===== config.mk =====
export PLATFORM = sky130hd
export DESIGN_NAME = ahb_lite_copy_master_flat
export DESIGN_NICKNAME = d
export VERILOG_FILES = /design/src/rtl/ahb_lite_copy_master_if.sv /design/src/rtl/ahb_lite_copy_master.sv /design/src/flat_wrapper.sv
export SDC_FILE = /design/constraint.sdc
export NUM_CORES = 1
export LEC_CHECK = 0
export ABC_CLOCK_PERIOD_IN_PS = 2300
export BUFFER_PORTS_ARGS = -buffer_cell sky130_fd_sc_hd__buf_2
export CELL_PAD_IN_SITES_DETAIL_PLACEMENT = 2
export CELL_PAD_IN_SITES_GLOBAL_PLACEMENT = 2
export CORE_MARGIN = 2
export CORE_UTILIZATION = 33
export DETAILED_ROUTE_END_ITERATION = 10
export HOLD_SLACK_MARGIN = 0.1
export PLACE_DENSITY = 0.79
export SETUP_SLACK_MARGIN = 0.15
export SLEW_MARGIN = 10
export SYNTH_ARGS = -nofsm -noshare
export SYNTH_HDL_FRONTEND = slang
export SYNTH_SLANG_ARGS = --single-unit

===== constraint.sdc =====
create_clock -name HCLK -period 2.3 [get_ports HCLK]
set_input_delay 0.23 -clock HCLK [delete_from_list [all_inputs] [get_ports HCLK]]
set_output_delay 0.23 -clock HCLK [all_outputs]
set_load 0.02 [all_outputs]

===== src/rtl/ahb_lite_copy_master_if.sv =====
// rtl/ahb_lite_copy_master_if.sv - AHB-Lite signal bundle between the copy engine and the bus matrix port
interface ahb_lite_copy_master_if;
  logic [31:0] HADDR;
  logic [1:0]  HTRANS;
  logic        HWRITE;
  logic [2:0]  HSIZE;
  logic [2:0]  HBURST;
  logic [3:0]  HPROT;
  logic [31:0] HWDATA;
  logic [31:0] HRDATA;
  logic        HREADY;
  logic        HRESP;

  modport master (
    output HADDR, HTRANS, HWRITE, HSIZE, HBURST, HPROT, HWDATA,
    input  HRDATA, HREADY, HRESP
  );

  modport slave (
    input  HADDR, HTRANS, HWRITE, HSIZE, HBURST, HPROT, HWDATA,
    output HRDATA, HREADY, HRESP
  );
endinterface


===== src/rtl/ahb_lite_copy_master.sv =====
// rtl/ahb_lite_copy_master.sv - AHB-Lite word copy engine: one single read then one single write per word
module ahb_lite_copy_master #(
  parameter int LEN_W = 16
) (
  input  logic                   HCLK,
  input  logic                   HRESETn,
  input  logic                   start,
  input  logic [31:0]            src_addr,
  input  logic [31:0]            dst_addr,
  input  logic [LEN_W-1:0]       word_count,
  output logic                   busy,
  output logic                   done,
  output logic                   error,
  output logic [31:0]            err_addr,
  ahb_lite_copy_master_if.master bus
);

  localparam logic [1:0]  TRANS_IDLE   = 2'b00;
  localparam logic [1:0]  TRANS_NONSEQ = 2'b10;
  localparam logic [31:0] WORD_MASK    = 32'hFFFF_FFFC;

  typedef enum logic [2:0] {
    IDLE,
    RD_A,
    RD_D,
    WR_A,
    WR_D,
    DONE,
    ERR
  } state_t;

  state_t           state_q;
  state_t           state_n;
  logic [31:0]      src_q;
  logic [31:0]      dst_q;
  logic [31:0]      buf_q;
  logic [31:0]      wdata_q;
  logic [LEN_W-1:0] remain_q;
  logic             err_on_write_q;
  logic             last_word;

  assign last_word = (remain_q == LEN_W'(1));

  // Fixed transfer attributes: single word, privileged data access
  assign bus.HSIZE  = 3'b010;
  assign bus.HBURST = 3'b000;
  assign bus.HPROT  = 4'b0011;
  assign bus.HWDATA = wdata_q;

  // FSM state register
  always_ff @(posedge HCLK or negedge HRESETn) begin
    if (!HRESETn) begin
      state_q <= IDLE;
    end else begin
      state_q <= state_n;
    end
  end

  // Next state and address-phase outputs; every data phase is followed by an IDLE address phase
  always_comb begin
    state_n    = state_q;
    bus.HADDR  = src_q;
    bus.HTRANS = TRANS_IDLE;
    bus.HWRITE = 1'b0;
    case (state_q)
      IDLE: begin
        if (start) begin
          state_n = (word_count == '0) ? DONE : RD_A;
        end
      end
      RD_A: begin
        bus.HADDR  = src_q;
        bus.HTRANS = TRANS_NONSEQ;
        if (bus.HREADY) begin
          state_n = RD_D;
        end
      end
      RD_D: begin
        // HRESP in a wait cycle is the first half of a two-cycle ERROR: just wait
        if (bus.HREADY) begin
          state_n = bus.HRESP ? ERR : WR_A;
        end
      end
      WR_A: begin
        bus.HADDR  = dst_q;
        bus.HTRANS = TRANS_NONSEQ;
        bus.HWRITE = 1'b1;
        if (bus.HREADY) begin
          state_n = WR_D;
        end
      end
      WR_D: begin
        bus.HADDR = dst_q;
        if (bus.HREADY) begin
          if (bus.HRESP) begin
            state_n = ERR;
          end else begin
            state_n = last_word ? DONE : RD_A;
          end
        end
      end
      DONE:    state_n = IDLE;
      ERR:     state_n = IDLE;
      default: state_n = IDLE;
    endcase
  end

  // Job registers: addresses, remaining count, read buffer and write-data hold register
  always_ff @(posedge HCLK or negedge HRESETn) begin
    if (!HRESETn) begin
      src_q          <= '0;
      dst_q          <= '0;
      remain_q       <= '0;
      buf_q          <= '0;
      wdata_q        <= '0;
      err_on_write_q <= 1'b0;
    end else begin
      case (state_q)
        IDLE: begin
          if (start) begin
            src_q    <= src_addr & WORD_MASK;
            dst_q    <= dst_addr & WORD_MASK;
            remain_q <= word_count;
          end
        end
        RD_D: begin
          if (bus.HREADY) begin
            if (bus.HRESP) begin
              err_on_write_q <= 1'b0;
            end else begin
              buf_q <= bus.HRDATA;
            end
          end
        end
        WR_A: begin
          // Loaded once as the write data phase begins so HWDATA is steady through wait states
          if (bus.HREADY) begin
            wdata_q <= buf_q;
          end
        end
        WR_D: begin
          if (bus.HREADY) begin
            if (bus.HRESP) begin
              err_on_write_q <= 1'b1;
            end else begin
              src_q    <= src_q + 32'd4;
              dst_q    <= dst_q + 32'd4;
              remain_q <= remain_q - LEN_W'(1);
            end
          end
        end
        default: ;
      endcase
    end
  end

  // Host status: busy from the cycle after start until the done/error pulse, which is registered
  always_ff @(posedge HCLK or negedge HRESETn) begin
    if (!HRESETn) begin
      busy     <= 1'b0;
      done     <= 1'b0;
      error    <= 1'b0;
      err_addr <= '0;
    end else begin
      done  <= (state_q == DONE);
      error <= (state_q == ERR);
      if (state_q == IDLE && start) begin
        busy <= 1'b1;
      end else if (state_q == DONE || state_q == ERR) begin
        busy <= 1'b0;
      end
      if (state_q == ERR) begin
        err_addr <= err_on_write_q ? dst_q : src_q;
      end
    end
  end

endmodule


===== src/flat_wrapper.sv =====
// flat-port wrapper written by rule: the top's interface ports become plain ports
module ahb_lite_copy_master_flat 
#(
  parameter int LEN_W = 16
)
  (HCLK, HRESETn, start, src_addr, dst_addr, word_count, busy, done, error, err_addr, bus_HADDR, bus_HTRANS, bus_HWRITE, bus_HSIZE, bus_HBURST, bus_HPROT, bus_HWDATA, bus_HRDATA, bus_HREADY, bus_HRESP);
  ahb_lite_copy_master_if bus_i ();
  input  logic HCLK;
  input  logic HRESETn;
  input  logic start;
  input  logic [31:0] src_addr;
  input  logic [31:0] dst_addr;
  input  logic [LEN_W-1:0] word_count;
  output logic busy;
  output logic done;
  output logic error;
  output logic [31:0] err_addr;
  output wire logic [$bits(bus_i.HADDR)-1:0] bus_HADDR;
  output wire logic [$bits(bus_i.HTRANS)-1:0] bus_HTRANS;
  output wire logic [$bits(bus_i.HWRITE)-1:0] bus_HWRITE;
  output wire logic [$bits(bus_i.HSIZE)-1:0] bus_HSIZE;
  output wire logic [$bits(bus_i.HBURST)-1:0] bus_HBURST;
  output wire logic [$bits(bus_i.HPROT)-1:0] bus_HPROT;
  output wire logic [$bits(bus_i.HWDATA)-1:0] bus_HWDATA;
  input wire logic [$bits(bus_i.HRDATA)-1:0] bus_HRDATA;
  input wire logic [$bits(bus_i.HREADY)-1:0] bus_HREADY;
  input wire logic [$bits(bus_i.HRESP)-1:0] bus_HRESP;
  assign bus_HADDR = bus_i.HADDR;
  assign bus_HTRANS = bus_i.HTRANS;
  assign bus_HWRITE = bus_i.HWRITE;
  assign bus_HSIZE = bus_i.HSIZE;
  assign bus_HBURST = bus_i.HBURST;
  assign bus_HPROT = bus_i.HPROT;
  assign bus_HWDATA = bus_i.HWDATA;
  assign bus_i.HRDATA = bus_HRDATA;
  assign bus_i.HREADY = bus_HREADY;
  assign bus_i.HRESP = bus_HRESP;
  ahb_lite_copy_master #(.LEN_W(LEN_W)) u_core (.HCLK(HCLK), .HRESETn(HRESETn), .start(start), .src_addr(src_addr), .dst_addr(dst_addr), .word_count(word_count), .busy(busy), .done(done), .error(error), .err_addr(err_addr), .bus(bus_i));
endmodule

==> results of run 1 <==
## cell type report
cell class / instances / share of cell area (%)
multi-input cells: 720 / 37.7
clock buffers: 17 / 3.37
flip-flops and latches: 178 / 35.3
diodes: 3 / 0.0594
inverters: 17 / 0.505
clock inverters: 15 / 1.30
repair buffers: 316 / 18.0
well taps: 384 / 3.80
## logic make-up (layout without fill, tap and decap cells)
logic type	after synthesis	in the layout	synth area share [%]
AOI/OAI and AO/OA	258	258	16.2
DFF	178	178	46.6
other	2	16	0.0785
buffers and inverters	108	365	5.47
and+or+nand+nor	321	321	17.0
xor gates and xnor gates	1	1	0.0916
adders and majority gates	4	4	0.523
muxes	123	123	14.0
## routing by layer
| layer | up-vias | track usage (%) | wire (um) |
|---|---|---|---|
| met4 | 0 | 10.3 | 1190 |
| met5 | - | 0 | 0 |
| met3 | 63 | 3.52 | 1420 |
| li1 | 4124 | - | - |
| met1 | 4738 | 30.9 | 15800 |
| met2 | 257 | 44.8 | 19900 |
## stage by stage
stage          hold WS [ns]  instances  utilization (%)  power, uW  setup TNS (ns)
3_3_place_gp          0.158       1559             39.2      13800               0
2_1_floorplan       -0.0656       1006                -      11100               0
3_5_place_dp          0.163       1559             39.2      14300               0
4_1_cts               0.101       1645             43.9      18300          -0.703
5_1_grt               0.120       1649             44.1      19600           -2.65
6_report              0.110       1650             44.2      18500          -0.714
## worst max-delay path: cells and delay by family, from the launching register on
family	cells	cell delay [ns]
muxes	1	0.34
and+or+nand+nor	2	0.59
DFF	1	0.41
buffers and inverters	2	0.33
## layout by cell type (no fill, tap or decap), types with 14 or more instances in the layout
cell type                       synthesis  layout
sky130_fd_sc_hd__dlygate4sd3_1          0      45
sky130_fd_sc_hd__o22ai_1               18      18
sky130_fd_sc_hd__clkbuf_16              0      17
sky130_fd_sc_hd__a2bb2oi_1             15      15
sky130_fd_sc_hd__mux2i_1               33      33
sky130_fd_sc_hd__buf_6                  0      14
sky130_fd_sc_hd__nor2_1                63      60
sky130_fd_sc_hd__buf_4                 18      44
sky130_fd_sc_hd__dfrtp_1              178     175
sky130_fd_sc_hd__inv_1                 17      17
sky130_fd_sc_hd__nand2_1               93      90
sky130_fd_sc_hd__nor3_1                22      22
sky130_fd_sc_hd__a21oi_1               72      72
sky130_fd_sc_hd__buf_2                 39     196
sky130_fd_sc_hd__o21ai_0               95      91
sky130_fd_sc_hd__nand4_1               24      24
sky130_fd_sc_hd__mux2_2                90      81
sky130_fd_sc_hd__nand3_1               44      43
## sequential cells by signal (all words and copies together), names as in the netlist
signal / count
u_core.bus.HWDATA: 32
u_core.src_q: 30
u_core.state_q: 3
u_core.buf_q: 32
u_core.busy: 1
u_core.done: 1
u_core.error: 1
u_core.err_on_write_q: 1
u_core.remain_q: 16
u_core.err_addr: 31
u_core.dst_q: 30
## power by group through the flow
stage	Clock [uW]	Combinational (uW)	Sequential (uW)
after detailed placement	0	8150	6180
after global routing	3190	9940	6490
after CTS	3050	9050	6150
after global placement	0	7800	6050
after floorplan	0	4860	6270
final	3000	9230	6270
## repair_timing
item                                    4_1_cts  5_1_grt
endpoints found under the setup margin       31       44
setup buffers                                 6        2
endpoints found under the hold margin       166        0
resized for setup                            56       12
hold buffers                                 45        0
pin swaps                                     2        2
cloned                                        3        0
## worst max-delay path by stage
stage	slack, ns	from	cells after the start	endpoint
detailed placement	0.17	u_core.state_q[1]$_DFFE_PN0P_	5	bus_HADDR[6]
global route	-0.12	u_core.state_q[2]$_DFFE_PN0P_	7	bus_HADDR[9]
CTS	-0.05	u_core.state_q[1]$_DFFE_PN0P_	5	bus_HADDR[28]
floorplan	0.30	u_core.state_q[1]$_DFFE_PN0P_	6	bus_HADDR[28]
finish	-0.04	u_core.state_q[0]$_DFFE_PN0P_	5	bus_HADDR[5]
global placement	0.23	u_core.state_q[1]$_DFFE_PN0P_	5	bus_HADDR[8]
==> results.md, run 1 <==
Run status:
- The flow ran to the end, but the final reports show violations.
- The checks that failed: negative setup slack.

Placement:
- The count of buffers inserted at the top-level ports is 211.
- The total placed instance area is 11200 sq um.
- OpenSTA, run right after detailed placement, puts the worst setup slack at 0.166 ns.
- The congestion estimate from routability-driven global placement came to 0.796.
- The placed wire-length estimate after detailed placement is 24200 um.

Drt:
- The post-detailed-routing wire length is 38300 um.
- Summing over every cut layer, the via total after detailed routing is 9182.
- Before antenna repair, the detailed router went through 4 iterations.
- The DRC violations left is 0.
- The wire length per cell is 23.2 um.
- The number of routed nets with antenna violations is 0.
- The initial detailed-routing violation count is 544.
- After detailed routing, the number of vias per cell comes to 5.56.

Setup path:
- Traced cell by cell, the critical path runs through or3b_4 > nand2_8 > buf_16 > mux2_2 > buf_2.
- In this run the critical register-to-register path is captured at u_core.src_q[31]$_DFFE_PN0P_.
- The worst register-to-register path has a setup slack of 0.21 ns.
- STA classifies the critical path endpoint as an output port.
- On the critical path, the stage with the largest delay is an instance of sky130_fd_sc_hd__or3b_4.
- The largest fanout on the critical path is 12.
- In this run the critical register-to-register path is launched from u_core.src_q[2]$_DFFE_PN0P_.
- The critical path arrival is 2.11 ns.
- The kind of start point of the critical path is a flip-flop.
- The required time reported for the critical path endpoint is 2.07 ns.
- Measured in cells, the most critical reg-to-reg path has a length of 5.
- The highest cell delay on the worst timing path is 0.44 ns.
- The critical path in this run is classified as reg -> out.

Yosys:
- Summing the sequential cell areas from Yosys gives 46.6% of the chip area.
- The average footprint of a synthesized cell is 9.61 sq um.
- The count of warnings emitted by yosys is 0.
- After synthesis, the most frequently instantiated cells are sky130_fd_sc_hd__dfrtp_1, sky130_fd_sc_hd__o21ai_0, sky130_fd_sc_hd__nand2_1.
- The biggest area contributor in the post-synthesis netlist is sky130_fd_sc_hd__dfrtp_1.
- After synthesis, the largest area contributor takes up 46.6% of total cell area.
- For this run, the leading register cell type out of synthesis is sky130_fd_sc_hd__dfrtp_1.
- The cell count after synthesis came out at 995.
- The most used standard cell by instance count after synthesis is sky130_fd_sc_hd__dfrtp_1.
- The post-synthesis cell area is 9570 sq um.
- The share of synthesized flip-flops with an asynchronous set or reset is 100%.
- By area the synthesized netlist is led by sky130_fd_sc_hd__dfrtp_1, sky130_fd_sc_hd__mux2_2, sky130_fd_sc_hd__o21ai_0, sky130_fd_sc_hd__a21oi_1, sky130_fd_sc_hd__nand2_1.
- The number of flops mapped to enable cells by yosys is 0.
- Synthesis inferred 178 register bits.
- The distinct cell type count after synthesis is 67.

Worst hold path:
- The path class of the tightest hold or removal check is in -> reg.
- The worst hold path terminates at u_core.dst_q[10]$_DFFE_PN0P_.
- The beginning of the worst hold path is dst_addr[10].
- The worst hold path was traced through 3 stages.

Pwr:
- Internal power comes to 10100 uW.
- The share of power burned in the clock network is 16.2%.
- IR analysis of the VDD net gives a maximum drop of 0.569 mV.
- For this design the static power due to leakage is 0.00565 uW.
- The analysis attributes to net switching a power of 8410 uW.
- The power per cell area is 1460 nW/um^2.
- The part of the total power dissipated in combinational logic is 49.9%.
- The switching share of power is 45.4%.
- The portion of total power attributed to sequential cells is 33.9%.

CTS:
- Buffers inserted during clock tree synthesis total 17.
- The library cell used as clock root buffer is sky130_fd_sc_hd__clkbuf_16.
- TritonCTS built the clock tree.
- The clock passes through at most 2 buffers.
- CTS saw 178 sinks.
- The clock reaches the later pin of the worst-skew pair after 0.45 ns.
- The H-tree depth is 4.
- After clock tree synthesis, the clock-pin slew on the worst setup and hold paths is 0.08 ns.

Die:
- The floorplan has 62 rows.
- The full die area is 30400 sq um.
- Measured along the x axis, the die boundary spans 174 um.
- The core region is 28600 sq um.
- The die height is 174 um.
- The top-level I/O count is 229.
- The initial core utilization is 33.4%.

Final layout:
- The total area of multi-input combinational cells is 4760 sq um.
- Cells with a size suffix above 1 make up 33.7% of the layout.
- After filler insertion, the fill cell instance count of the layout stands at 3060.
- The area growth from synthesis to layout is 32.1%.
- The flip-flop and latch area is 4460 sq um.
- The finished cells cover 12600 sq um.
- In the final design database the tool counted 1371 nets.

Timing:
- At the pin with the least slew margin, the transition time is 0.707 ns.
- The relative max-transition margin is 52.7%.
- Setup repair after global routing could not meet its margin everywhere.
- After layout, the worst path uses 102% of the clock period.
- Derived from the worst setup path, the maximum achievable clock frequency is 426 MHz.
- Setup violations remaining at the end of the flow were counted as 22.
- The max-slew violation count came to 0.
- For the final database, setup skew stands at 0.0141 ns.
- Across all setup checks in the final design, the least slack found is -0.0447 ns.
- The final count of hold timing violations is 0.
- The minimum period implied by the final worst setup slack is 2.34 ns.

GRT:
- The global routing usage summed across all routing layers is 25.3%.
- The first global-routing pass estimated 59400 um of wire.
- The number of global-route vias before repair is 9923.
- The largest net degree at the start of global routing is 52.
- The number of antenna violations at the first check in global routing was 3.
- For this run the aggregate overflow at the end of global routing stands at 0.

Flow run:
- The number of violations of the max-capacitance limit is 0.
Power figures use the tool's default switching activity.
==> inputs of run 2 (changes only) <==
REMOVE_ABC_BUFFERS = 1   (was unset)
==> run 2 against run 1 <==
The run still ends with negative setup slack left. Sequential cell count did not move. Clock power rose by 7.0%. Sequential share of layout area fell by 1.2 points. Largest cell class unchanged. First-iteration DRC count rose by 49%. Total power rose by 9.4%. Worst hold slack got worse by 0.022 ns.
==> results.md, run 2 (synthesized netlist as in run 1, its figures left out) <==
Run status:
- The flow ran to the end, but the final reports show violations.
- The final reports fail on negative setup slack.

Setup path:
- The origin of the critical flop-to-flop path is u_core.state_q[2]$_DFFE_PN0P_.
- The worst setup path is launched from a flip-flop.
- The largest fanout on the critical path is 7 (-5).
- The startpoint of the most critical setup path is u_core.state_q[1]$_DFFE_PN0P_.
- The number of cells on the worst reg-to-reg path is 8 (+3).
- The critical path arrival is 2.20 ns (+0.09 ns).
- The critical setup path kind is reg -> out.
- The required time reported for the critical path endpoint is 2.07 ns (about the same).
- STA classifies the critical path endpoint as an output port.

CTS:
- The clock tree from TritonCTS is yes.
- The post-CTS clock slew at the launch and capture registers of the worst setup and hold paths is 0.08 ns (about the same).
- The clock net sink count came to 178 (unchanged).
- The maximum buffer depth of the clock tree is 2 (unchanged).
- The library cell used as clock root buffer is sky130_fd_sc_hd__clkbuf_16.
- The clock insertion delay at the later pin of the skew report is 0.46 ns (about the same).
- The H-tree depth is 4 (unchanged).
- The total clock buffers created by CTS is 17 (unchanged).

Placement:
- The placed wire-length estimate after detailed placement was 25200 um (+4.1%).
- The count of buffers inserted at the top-level ports is 211 (unchanged).
- The cell total after placement is 1561 (+0.13%).
- The total placed instance area is 11200 sq um (about the same).
- The weighted congestion at the end of routability-driven global placement came to 0.753 (-5.4%).

Die:
- The top-level I/O count is 229 (unchanged).
- The full die area is 30400 sq um (unchanged).
- The area of the core is 28600 sq um (unchanged).
- The die width is 174 um (unchanged).
- The die height came to 174 um (unchanged).
- The cell row count is 62 (unchanged).
- The initial core utilization is 33.4% (unchanged).

Pwr:
- The switching share of power is 46.2% (+0.75 points).
- The worst ir drop on vdd came to 0.653 mV (+15%).
- The share of power burned in the clock network is 15.9% (-0.3 points).
- The static leakage power is 0.00588 uW (+4.1%).
- The power per cell area is 1550 nW/um^2 (+5.8%).
- The portion of total power attributed to sequential cells is 32.7% (-1.2 points).
- The part of the total power dissipated in combinational logic is 51.4% (+1.5 points).
- The switching power of the nets was 9350 uW (+11%).
- The design internal power came to 10900 uW (+7.9%).

GRT:
- The global-route wire length before repair is 63100 um (+6.2%).
- The number of global-route vias before repair is 10365 (+4.5%).
- The largest net degree at the start of global routing is 69 (+33%).
- The overall overflow remaining after global route is 0 (unchanged).
- The global routing usage summed across all routing layers is 27.0% (+1.7 points).
- The number of antenna violations at the first check in global routing is 9 (+6).

Drt:
- The wire length per cell is 28.3 um (+22%).
- The DRC violations left is 0 (unchanged).
- The detailed-route via count is 9776 (+6.5%).
- The via density per instance is 5.84 (+4.9%).
- The number of routed nets with antenna violations is 0 (unchanged).
- The post-detailed-routing wire length came to 47300 um (+23%).
- The count of TritonRoute iterations in the first routing pass is 5 (+1).
- The initial detailed-routing violation count is 808 (+49%).

Final layout:
- The filler-free cell count of the finished design was 1674 (+1.5%).
- In the layout the commonest cells are sky130_fd_sc_hd__buf_2, sky130_fd_sc_hd__dfrtp_1, sky130_fd_sc_hd__o21ai_0.
- The area of all placed cells without fillers was 13100 sq um (+3.4%).
- The ratio of cells with drive above 1 in the final layout came to 34.4% (+0.78 points).
- The commonest non-fill, non-tap cell in the layout is sky130_fd_sc_hd__buf_2.
- The number of filler instances in the final layout is 2968 (-3.0%).
- The layout net count is 1390 (+1.4%).
- The area growth from synthesis to layout is 36.6%.

Timing:
- The actual transition at the worst max-transition pin is 0.907 ns (+0.200 ns).
- The post-route fraction of the period consumed by the critical path is 106% (+3.6 points).
- The worst-case clock skew is 0.0157 ns (+0.00152 ns).
- The minimum period implied by the final worst setup slack is 2.43 ns (+0.0821 ns).
- The number of failing setup endpoints in the final timing report is 29 (+32%).
- The relative max-transition margin is 39.5% (-13 points).
- The final worst setup slack is -0.127 ns (-0.0821 ns).
- Setup repair after global routing could not meet its margin everywhere.
- The max-slew violation count is 0 (unchanged).
- The top achievable clock speed came to 412 MHz (-3.4%).
- The final count of hold timing violations is 0 (unchanged).

Worst hold path:
- The number of cells on the worst hold path was 3 (unchanged).
- The beginning of the worst hold path is src_addr[14].
- The type of the tightest min-delay check is in -> reg.

Flow run:
- The number of violations of the max-capacitance limit was 0 (unchanged).
## run 2: changes by cell type in the layout (fill, tap and decap cells not counted), sizes merged
| cell | change |
|---|---|
| clkbuf | +4 |
| clkinv | -2 |
| buf | +13 |
| diode | +6 |
| clkinvlp | +3 |
| inv | -5 |
| dlygate4sd3 | +2 |
| bufinv | +3 |
## run 2: cell type report
class	count	area [sq um]	area share (%)
clock inverter	14	179	1.37
sequential	178	4460	34.1
clock buffer	17	425	3.26
tap	384	480	3.68
timing repair buffer	335	2580	19.7
inverter	17	63.8	0.488
multi-input combinational	720	4860	37.2
antenna	9	22.5	0.172
## run 2: path summary, 6_finish.rpt
| check | slack, ns | endpoint |
|---|---|---|
| max | -0.13 | bus_HADDR[25] |
| min | 0.09 | u_core.src_q[14]$_DFFE_PN0P_ |
| max reg2reg | 0.03 | u_core.src_q[26]$_DFFE_PN0P_ |
| min reg2reg | 0.48 | u_core.err_addr[18]$_DFFE_PN0P_ |
| max in group asynchronous | 1.23 | u_core.dst_q[6]$_DFFE_PN0P_ |
| min in group asynchronous | 0.35 | u_core.err_addr[2]$_DFFE_PN0P_ |
## run 2: through the flow
| stage | TNS (ns) | utilization, % | hold WS [ns] | total power [uW] | setup WS, ns |
|---|---|---|---|---|---|
| after floorplan | -226.51 | - | -0.0656 | 10900 | -2.90 |
| after detailed placement | 0 | 39.2 | 0.280 | 14400 | 0.182 |
| after global routing | -1.92 | 45.7 | 0.114 | 21100 | -0.121 |
| final | -1.72 | 45.7 | 0.0879 | 20200 | -0.127 |
| after CTS | -0.475 | 43.8 | 0.105 | 18300 | -0.0473 |
| after global placement | 0 | 39.2 | 0.275 | 13800 | 0.238 |
## run 2: worst max-delay path, cell delays in order, from the launching register on
cell and delay (ns):
sky130_fd_sc_hd__dfrtp_1 0.43, sky130_fd_sc_hd__or3b_4 0.46, sky130_fd_sc_hd__nand2_8 0.15, sky130_fd_sc_hd__buf_16 0.17
sky130_fd_sc_hd__buf_4 0.16, sky130_fd_sc_hd__nand2_1 0.09, sky130_fd_sc_hd__o21ai_2 0.11, sky130_fd_sc_hd__buf_6 0.16
## run 2: timing repair
item / in CTS / in global routing
buffers inserted: 5 / 15
resized for setup: 41 / 84
hold buffers: 47 / 0
endpoints found under the setup margin: 30 / 110
cloned: 2 / 4
hold endpoints to repair: 100 / 0
pin swaps: 3 / 5
## run 2: power by group through the flow
| stage | Combinational (uW) | Sequential, uW | Clock, uW |
|---|---|---|---|
| 2_1_floorplan | 4400 | 6530 | 0 |
| 3_3_place_gp | 7660 | 6180 | 0 |
| 3_5_place_dp | 8040 | 6340 | 0 |
| 4_1_cts | 8780 | 6330 | 3170 |
| 5_1_grt | 10900 | 6760 | 3350 |
| 6_report | 10400 | 6630 | 3210 |
## run 2: per-layer routing
layer | vias up | GRT usage [%] | part of all wire, %
li1 | 4169 | - | -
met1 | 5058 | 32.7 | 40
met2 | 414 | 46.7 | 51
met3 | 135 | 4.44 | 4.7
met4 | 0 | 12.7 | 4.8
met5 | - | 0 | 0
